`src/rtl/t07_mmio_pkg.sv`:
```
// Shared types and default region map for the MMIO router.
package t07_mmio_pkg;

   localparam int MAX_CH = 8;

   typedef enum logic [1:0] {
      IDLE  = 2'd0,
      ISSUE = 2'd1,
      DONE  = 2'd2,
      ERR   = 2'd3
   } mmio_state_t;

   // Default four-region map: ch0 ext regs, ch1 data mem, ch2 SPI TFT, ch3 instr mem.
   // Packed index [0] is the rightmost element of each concatenation.
   localparam logic [3:0][31:0] DEF_REGION_BASE  = {32'h0000_0000, 32'h0000_0700,
                                                    32'h0000_0500, 32'h0000_0400};
   localparam logic [3:0][31:0] DEF_REGION_LIMIT = {32'h0000_0400, 32'h0000_0800,
                                                    32'h0000_0700, 32'h0000_0500};
   localparam logic [3:0]       DEF_RD_OK        = 4'b1011;
   localparam logic [3:0]       DEF_WR_OK        = 4'b0110;

endpackage

```
`src/rtl/t07_mmio_router_decoder.sv`:
```
// Combinational priority decoder: first (lowest-index) region containing addr wins.
module t07_mmio_decoder
   import t07_mmio_pkg::*;
#(
   parameter int ADDR_W = 32,
   parameter int N_CH   = 4,
   parameter logic [N_CH-1:0][ADDR_W-1:0] REGION_BASE  = DEF_REGION_BASE,
   parameter logic [N_CH-1:0][ADDR_W-1:0] REGION_LIMIT = DEF_REGION_LIMIT
) (
   input  logic [ADDR_W-1:0] addr,
   output logic              hit,
   output logic [N_CH-1:0]   sel,
   output logic [ADDR_W-1:0] offset
);

   // Scan from the highest index down so the lowest matching index is written last.
   always_comb begin
      hit    = 1'b0;
      sel    = '0;
      offset = '0;
      for (int i = N_CH - 1; i >= 0; i--) begin
         if (addr >= REGION_BASE[i] && addr < REGION_LIMIT[i]) begin
            hit    = 1'b1;
            sel    = '0;
            sel[i] = 1'b1;
            offset = addr - REGION_BASE[i];
         end
      end
   end

endmodule

```
`src/rtl/t07_mmio_router.sv`:
```
// Registered MMIO router: decodes one CPU request, runs a req/ack handshake with
// the selected channel and returns done/err with registered read data.
// Handshake: ch_req[sel] stays high through ISSUE until ch_ack[sel] is seen high
// at a clock edge; acks on other channels are ignored, no ack for TIMEOUT cycles
// ends the request with cpu_err.
module t07_mmio_router
   import t07_mmio_pkg::*;
#(
   parameter int ADDR_W = 32,
   parameter int DATA_W = 32,
   parameter int N_CH   = 4,
   parameter logic [N_CH-1:0][ADDR_W-1:0] REGION_BASE  = DEF_REGION_BASE,
   parameter logic [N_CH-1:0][ADDR_W-1:0] REGION_LIMIT = DEF_REGION_LIMIT,
   parameter logic [N_CH-1:0]             RD_OK        = DEF_RD_OK,
   parameter logic [N_CH-1:0]             WR_OK        = DEF_WR_OK,
   parameter int TIMEOUT = 255
) (
   input  logic                         clk,
   input  logic                         rst,
   input  logic                         cpu_req,
   input  logic                         cpu_we,
   input  logic [ADDR_W-1:0]            cpu_addr,
   input  logic [DATA_W-1:0]            cpu_wdata,
   output logic                         cpu_busy,
   output logic                         cpu_done,
   output logic                         cpu_err,
   output logic [DATA_W-1:0]            cpu_rdata,
   output logic [N_CH-1:0]              ch_req,
   output logic                         ch_we,
   output logic [ADDR_W-1:0]            ch_addr,
   output logic [DATA_W-1:0]            ch_wdata,
   input  logic [N_CH-1:0]              ch_ack,
   input  logic [N_CH-1:0][DATA_W-1:0]  ch_rdata,
   output mmio_state_t                  fsm_state
);

   localparam int CNT_W = $clog2(TIMEOUT + 1);
   localparam logic [CNT_W-1:0] TO_VAL = CNT_W'(TIMEOUT);

   mmio_state_t       state;
   logic [N_CH-1:0]   sel_q;
   logic [CNT_W-1:0]  cnt;
   logic [CNT_W-1:0]  cnt_next;

   logic              dec_hit;
   logic [N_CH-1:0]   dec_sel;
   logic [ADDR_W-1:0] dec_offset;
   logic              permitted;
   logic              ack_hit;
   logic [DATA_W-1:0] sel_rdata;

   t07_mmio_decoder #(
      .ADDR_W       (ADDR_W),
      .N_CH         (N_CH),
      .REGION_BASE  (REGION_BASE),
      .REGION_LIMIT (REGION_LIMIT)
   ) u_decoder (
      .addr   (cpu_addr),
      .hit    (dec_hit),
      .sel    (dec_sel),
      .offset (dec_offset)
   );

   assign permitted = dec_hit && (|(dec_sel & (cpu_we ? WR_OK : RD_OK)));
   assign cnt_next  = cnt + CNT_W'(1);
   assign fsm_state = state;

   // Only the selected channel's ack and read data are looked at.
   always_comb begin
      ack_hit   = |(ch_ack & sel_q);
      sel_rdata = '0;
      for (int i = 0; i < N_CH; i++) begin
         if (sel_q[i]) sel_rdata = ch_rdata[i];
      end
   end

   // Transaction FSM with all CPU- and channel-side outputs registered.
   always_ff @(posedge clk or posedge rst) begin
      if (rst) begin
         state     <= IDLE;
         sel_q     <= '0;
         cnt       <= '0;
         cpu_busy  <= 1'b0;
         cpu_done  <= 1'b0;
         cpu_err   <= 1'b0;
         cpu_rdata <= '0;
         ch_req    <= '0;
         ch_we     <= 1'b0;
         ch_addr   <= '0;
         ch_wdata  <= '0;
      end else begin
         cpu_done <= 1'b0;
         cpu_err  <= 1'b0;
         case (state)
            IDLE: begin
               if (cpu_req) begin
                  sel_q    <= dec_sel;
                  cnt      <= '0;
                  cpu_busy <= 1'b1;
                  if (permitted) begin
                     state    <= ISSUE;
                     ch_req   <= dec_sel;
                     ch_we    <= cpu_we;
                     ch_addr  <= dec_offset;
                     ch_wdata <= cpu_wdata;
                  end else begin
                     state     <= ERR;
                     cpu_err   <= 1'b1;
                     cpu_rdata <= '0;
                  end
               end
            end
            ISSUE: begin
               // Ack is checked before the timeout so a coincident ack completes.
               if (ack_hit) begin
                  state    <= DONE;
                  cpu_done <= 1'b1;
                  if (!ch_we) cpu_rdata <= sel_rdata;
                  ch_req   <= '0;
                  ch_we    <= 1'b0;
                  ch_addr  <= '0;
                  ch_wdata <= '0;
               end else if (cnt_next == TO_VAL) begin
                  state     <= ERR;
                  cpu_err   <= 1'b1;
                  cpu_rdata <= '0;
                  ch_req    <= '0;
                  ch_we     <= 1'b0;
                  ch_addr   <= '0;
                  ch_wdata  <= '0;
               end else begin
                  cnt <= cnt_next;
               end
            end
            DONE, ERR: begin
               state    <= IDLE;
               cpu_busy <= 1'b0;
            end
            default: begin
               state    <= IDLE;
               cpu_busy <= 1'b0;
               ch_req   <= '0;
               ch_we    <= 1'b0;
               ch_addr  <= '0;
               ch_wdata <= '0;
            end
         endcase
      end
   end

endmodule

```
`config.mk`:
```
export PLATFORM = sky130hd
export DESIGN_NAME = t07_mmio_router
export DESIGN_NICKNAME = d
export VERILOG_FILES = /design/src/rtl/t07_mmio_pkg.sv /design/src/rtl/t07_mmio_router_decoder.sv /design/src/rtl/t07_mmio_router.sv
export SDC_FILE = /design/constraint.sdc
export NUM_CORES = 1
export LEC_CHECK = 0
export CORE_UTILIZATION = 46
export DETAILED_ROUTE_END_ITERATION = 8
export PLACE_DENSITY = 0.87
export SKIP_CTS_REPAIR_TIMING = 1
export SYNTH_ARGS = -nofsm -noshare
export SYNTH_HDL_FRONTEND = slang
export SYNTH_SLANG_ARGS = --single-unit
export TNS_END_PERCENT = 30
```
`constraint.sdc`:
```
create_clock -name clk -period 8.5 [get_ports clk]
set_input_delay 2.55 -clock clk [delete_from_list [all_inputs] [get_ports clk]]
set_output_delay 2.55 -clock clk [all_outputs]
set_load 0.005 [all_outputs]
```
# After elaboration in Yosys (flattened, before gate mapping)
# Index checks and enable logic that the tools add are counted.
# totals
regBits	118
inputBits	200
output_inout_bits	106
word_cells	111
# classes
add_sub_neg	4
order_cmp	8
n_eq_ne	11
n_mux	58
bitwise	2
reduce_logical	17
# op_table
cell	n
$mux W32	18
$pmux W32 S2	3
$ge A32 B11 Y1 const B	3
$lt A32 B11 Y1 const B	3
$sub A32 B11 Y32 const B	3
$mux W4	9
$ge A32 B1 Y1 const B	1
$lt A32 B12 Y1 const B	1
$mux W8	3
$pmux W8 S2	1
$mux W1	15
$ne A2 B2 Y1 const B	5
$add A8 B1 Y8 const B	1
$and A4 B4 Y4	2
$eq A8 B8 Y1 const B	1
$mux W2	4
$pmux W4 S2	1
$reduce_and A4 Y1	2
$reduce_or A4 Y1	2
$ne A3 B3 Y1 const B	2
$pmux W1 S2	3
$pmux W2 S3	1
$reduce_and A2 Y1	3
$logic_and A1 B1 Y1	5
6 further kinds	8

# Longest topological paths before layout
# depth
word_depth	12
mapped_depth	12
depth_no_buf	8

# Modules after synthesis
# From an unflattened synthesis, not the netlist that was laid out.
# unflattened
hier_cells	756
area_unflattened_um2	6570.1
# by_module_without_submodules
mod	instances	cells_each	area_per_inst_um2	seq_area_each_um2
t07_mmio_router	1	642	5840.6	2952.8
t07_mmio_decoder	1	114	729.4	0.0

# Worst setup path before layout
# No wires, ideal clock.
# synth_path
path_type	input to register
from	input port cpu_addr[29]
to	register ch_addr[8]
setup_time_ps	125
arrival_time_ps	4658
required_ps	8375
slack_ps	3717
cell_stages	8
n_path_buf	2
path_cell_list	or4_1 or3_1 a211oi_1 a2111oi_0 nor3b_2 buf_4 buf_8 mux2_2
# synth_via
elab_chain_len	11
word_cells_on_any_way	32
classes_between	order compare: 8; eq/ne: 1; mux: 15; bitwise: 1; reduce/logical: 7
# synth_rtl
item	line_no	rtl
from (decl)	t07_mmio_router.sv:22	input logic [ADDR_W-1:0] cpu_addr,
$ge A32 B1 Y1 / $lt A32 B11 Y1 (equally long branches)	t07_mmio_router_decoder.sv:22	if (addr >= REGION_BASE[i] && addr < REGION_LIMIT[i]) begin
$logic_and A1 B1 Y1	t07_mmio_router_decoder.sv:22	
$mux W4 (4 in series)	t07_mmio_router_decoder.sv:22	
$and A4 B4 Y4	t07_mmio_router.sv:64	assign permitted = dec_hit && (|(dec_sel & (cpu_we ? WR_OK : RD_OK)));
$reduce_or A4 Y1	t07_mmio_router.sv:64	
$logic_and A1 B1 Y1	t07_mmio_router.sv:64	
$ne A2 B2 Y1 (no source line)	-	
$reduce_and A4 Y1 (no source line)	-	
to (signal assigned)	t07_mmio_router.sv:104	ch_addr <= dec_offset;
to (decl)	t07_mmio_router.sv:30	output logic [ADDR_W-1:0] ch_addr,
# Several ways; a longest one is shown, not always the timed one. The select of a mux whose other input is x is not followed.
# A chain may end at the register's enable or synchronous reset.

# Worst setup path in the final report
# layout_path
from	input port cpu_addr[10]
to	register cpu_rdata[4]
# layout_via
elab_chain_len	11
word_cells_on_any_way	25
classes_between	order compare: 8; eq/ne: 1; mux: 8; bitwise: 1; reduce/logical: 7
# layout_rtl
item	line_no	rtl
$ge A32 B1 Y1 / $lt A32 B11 Y1 (equally long branches)	t07_mmio_router_decoder.sv:22	
$logic_and A1 B1 Y1	t07_mmio_router_decoder.sv:22	
$mux W4 (4 in series)	t07_mmio_router_decoder.sv:22	
$and A4 B4 Y4	t07_mmio_router.sv:64	
$reduce_or A4 Y1	t07_mmio_router.sv:64	
$logic_and A1 B1 Y1 *	t07_mmio_router.sv:64	
$ne A2 B2 Y1 (no source line) *	-	
$reduce_and A5 Y1 (no source line) *	-	
to (signal assigned)	t07_mmio_router.sv:118	if (!ch_we) cpu_rdata <= sel_rdata;
to (decl)	t07_mmio_router.sv:27	output logic [DATA_W-1:0] cpu_rdata,
# Mark *: on every way between the ends. The rest lies on a longest branch, timed or not.

==> flow_metrics.py <==
metrics = {
    "pwr": {
        "p_sw_share_pct": 31.97,
        "intPower_mw": 1.478,
        "pwr-share-comb_pct": 33.8,
        "clkPwrFrac_pct": 32.3,
        "peakVddDrop_v": 0.0001624,
        "powerDensity_nw_per_um2": 205.7,
        "p_leak_nw": 4.379,
        "p_seq_share_pct": 33.9,
        "p_sw_uw": 694.8,
    },
    "worst_setup_path": {
        "crit_path_max_incr_delay_ns": 0.62,
        "endpoint_kind": "flip-flop",
        "critPathKind": "input port to flip-flop",
        "r2r_end": "ch_addr[8]",
        "r2r_cells": 5,
        "cp_slowest_cell": "clkdlybuf4s50_1",
        "crit_path_end": "cpu_rdata[4]",
        "startpoint": "cpu_addr[10]",
        "crit_required_ns": 8.73,
        "reg2reg_slack_ns": 4.95,
        "start_kind": "input port",
        "crit_fanout": 35,
        "path_cells": "clkdlybuf4s50_1 > ha_1 > nor3b_1 > nand4_1 > a31oi_1 > o21ai_0 > o31ai_4 > buf_4 > o221ai_1",
        "timing.rr.start": "sel_q[2]",
        "crit_arrival_ns": 5.63,
    },
    "timing": {
        "tightest_slew_ns": 1.142,
        "post-route-period-util_pct": 63.60,
        "finalSetupViolCount": 0,
        "fin_setup_tns_ns": 0,
        "slew_viol_final": 0,
        "fin_hold_ws_ns": 0.5100,
        "finalHoldViolCount": 0,
        "rsz0062_at_grt": "false",
        "layout_min_cycle_time_ns": 5.406,
        "slew_headroom_pct": 23.67,
        "skew_ns": 0.01503,
        "fmax_mhz": 185.0,
    },
    "global_route": {
        "grt_overflow": 0,
        "grt_max_degree": 68,
        "grt_pass1_wl_mm": 32.64,
        "grt_antenna_before_repair": 0,
        "grt_pass1_vias": 6656,
        "grt_use_total_pct": 27.60,
    },
    "detailed_routing": {
        "met1_length_mm": 8.547,
        "drc": 0,
        "wl_per_cell_um": 17.28,
        "dr.max_layer_used": "met4",
        "drt_iter0_drc": 343,
        "dr_total_vias": 6886,
        "routed-wl-met2_mm": 10.36,
        "via_per_inst": 5.567,
        "drt-pass1-iter-count": 6,
        "wl_met3_mm": 2.108,
        "routed_wl_mm": 21.37,
        "ant_nets": 0,
    },
    "synthesis": {
        "synth.distinct_cells": 54,
        "synth_adder_area_share_pct": 1.463,
        "syn_avg_cell_area_um2": 8.970,
        "ys_seq_area_share_pct": 43.14,
        "synth_area_um2": 6844,
        "synthArstFlopShare_pct": 100.0,
        "yosys_most_used_dff": "dfrtp_1",
        "synth_compound_area_share_pct": 18.72,
        "syn_nets": 971,
        "synth_cells": 763,
        "synthXorXnorAreaFrac_pct": 0.2559,
        "yosys.area_share.simple_pct": 18.45,
        "synthMuxAreaShare_pct": 10.04,
        "synth-seq-cells": 118,
        "yosysWarnings": 0,
        "synth_top_family_by_area": "compound AO/OA/AOI/OAI gates",
        "synth_edf_count": 0,
    },
    "floorplan": {
        "start_util_pct": 47.09,
        "fp.coreArea_um2": 14530,
        "die_h_um": 124.0,
        "ios": 306,
        "rows": 44,
        "dieArea_um2": 15370,
        "die_w_um": 124.0,
    },
    "worst_hold_path": {
        "hold_path_class": "flip-flop to flip-flop",
    },
    "run": {
        "drv_cap": 0,
    },
    "cts": {
        "cts_buffer_depth": 2,
        "numCtsBuffers": 17,
        "clock_latency_ns": 0.41,
        "cts-htree-levels": 4,
        "cts_tree": "done",
        "clk_pin_slew_ns": 0.06,
        "cts_sinks": 118,
        "root_buffer": "clkbuf_16",
    },
    "layout": {
        "antenna_cells": 0,
        "fin_nets": 1248,
        "area_growth_pct": 54.33,
        "drive_above_1_share_pct": 5.508,
    },
    "placed_design": {
        "port_buffers": 305,
        "gp_congestion": 0.9158,
        "dp_hpwl_mm": 15.16,
    },
    "run_status": {
        "status": "completed",
    },
}
-- cell usage after synthesis (all sizes together), types with 3 or more instances --
cell type  number  area share [%]
a21oi          69             5.0
a221oi         32             4.1
a31oi           5            0.46
and3           36             3.3
buf             9             1.2
clkbuf         48             2.6
dfrtp         118              43
ha              8             1.5
inv            74             4.1
mux2            5            0.82
mux2i          63             9.2
nand2          92             5.0
nand2b          3            0.27
nand3           7            0.51
nand4           5            0.46
nor2           18            0.99
nor2b          34             3.1
nor3           35             2.6
nor4            6            0.64
o211ai          5            0.55
o21ai          20             1.5
o221ai         32             4.1
o31ai           7            0.84
or4             3            0.38
-- cells by family (layout without fill, tap and decap cells) --
logic type | after synthesis | after routing
and+or+nand+nor | 249 | 249
adders and majority gates | 8 | 8
muxes | 68 | 68
buffers and inverters | 131 | 421
DFF | 118 | 118
AOI/OAI and AO/OA | 187 | 187
xor gates and xnor gates | 2 | 2
-- through the flow --
step | std cells | total power, mW | setup slack (ns) | utilization [%] | cell area [µm²]
3_3_place_gp | 1205 | 1.466 | 2.806 | 68.66 | 9978
5_1_grt | 1237 | 2.291 | 2.895 | 72.68 | 10560
3_5_place_dp | 1205 | 1.481 | 2.800 | 68.66 | 9978
2_1_floorplan | 763 | 1.120 | 2.821 | - | 6844
6_report | 1237 | 2.173 | 3.094 | 72.68 | 10560
4_1_cts | 1237 | 2.191 | 3.190 | 72.68 | 10560
-- state kept, by name (all words and copies together), names as in the netlist --
name and cells:
ch_addr 32, ch_req 4, ch_wdata 32, ch_we 1
cnt 8, cpu_busy 1, cpu_done 1, cpu_err 1
cpu_rdata 32, fsm_state 2, sel_q 4
-- worst min path at each step --
stage / start / to / slack [ns] / cells past startpoint
floorplan: cnt[7] / cnt[7] / 0.45 / 1
global placement: ch_req[2] / ch_req[2] / 0.47 / 1
detailed placement: ch_req[2] / ch_req[2] / 0.48 / 1
CTS: cnt[7] / cnt[7] / 0.50 / 1
global route: ch_req[1] / ch_req[1] / 0.53 / 1
finish: ch_req[2] / ch_req[2] / 0.51 / 1
-- worst max-delay path, delay by kind of cell --
kind                     cells  cell delay, ns
buffers and inverters        2            1.02
AND/OR/NAND/NOR              2            0.57
AO/OA/AOI/OAI                4            1.20
adder cells (fa/ha/maj)      1            0.29
-- area by class of cell --
type | count | area, µm²
clock buffer | 20 | 456.7
clock inverter | 12 | 127.6
fill | 1136 | 3971
inverter | 74 | 280.3
multi-input combinational | 514 | 3372
sequential | 118 | 2955
tap | 184 | 230.2
timing repair buffer | 315 | 3141
-- placed cells by master (no fill, tap or decap), types with 7 or more instances in the layout --
cell,netlist,layout
a21oi_1,69,69
a221oi_1,32,32
and3_1,36,36
buf_4,6,9
clkbuf_16,0,17
clkdlybuf4s50_1,0,305
dfrtp_1,118,116
ha_1,8,8
inv_1,74,73
mux2i_1,63,63
nand2_1,92,92
nand3_1,7,7
nor2_1,18,16
nor2b_1,34,33
nor3_1,35,35
o21ai_0,18,18
o221ai_1,32,32
-- power by group through the flow --
stage,registers [mW],logic [mW],clock network (mW)
floorplan,0.721,0.399,0
global placement,0.741,0.725,0
detailed placement,0.741,0.740,0
CTS,0.737,0.742,0.712
global route,0.748,0.804,0.739
finish,0.737,0.734,0.702
-- layer usage --
metal | track usage (%) | vias to the layer above
met3 | 9.615 | 28
li1 | - | 3304
met5 | 0 | -
met4 | 8.482 | 0
met2 | 47.33 | 271
met1 | 32.36 | 3283
Power figures use the tool's default switching activity.
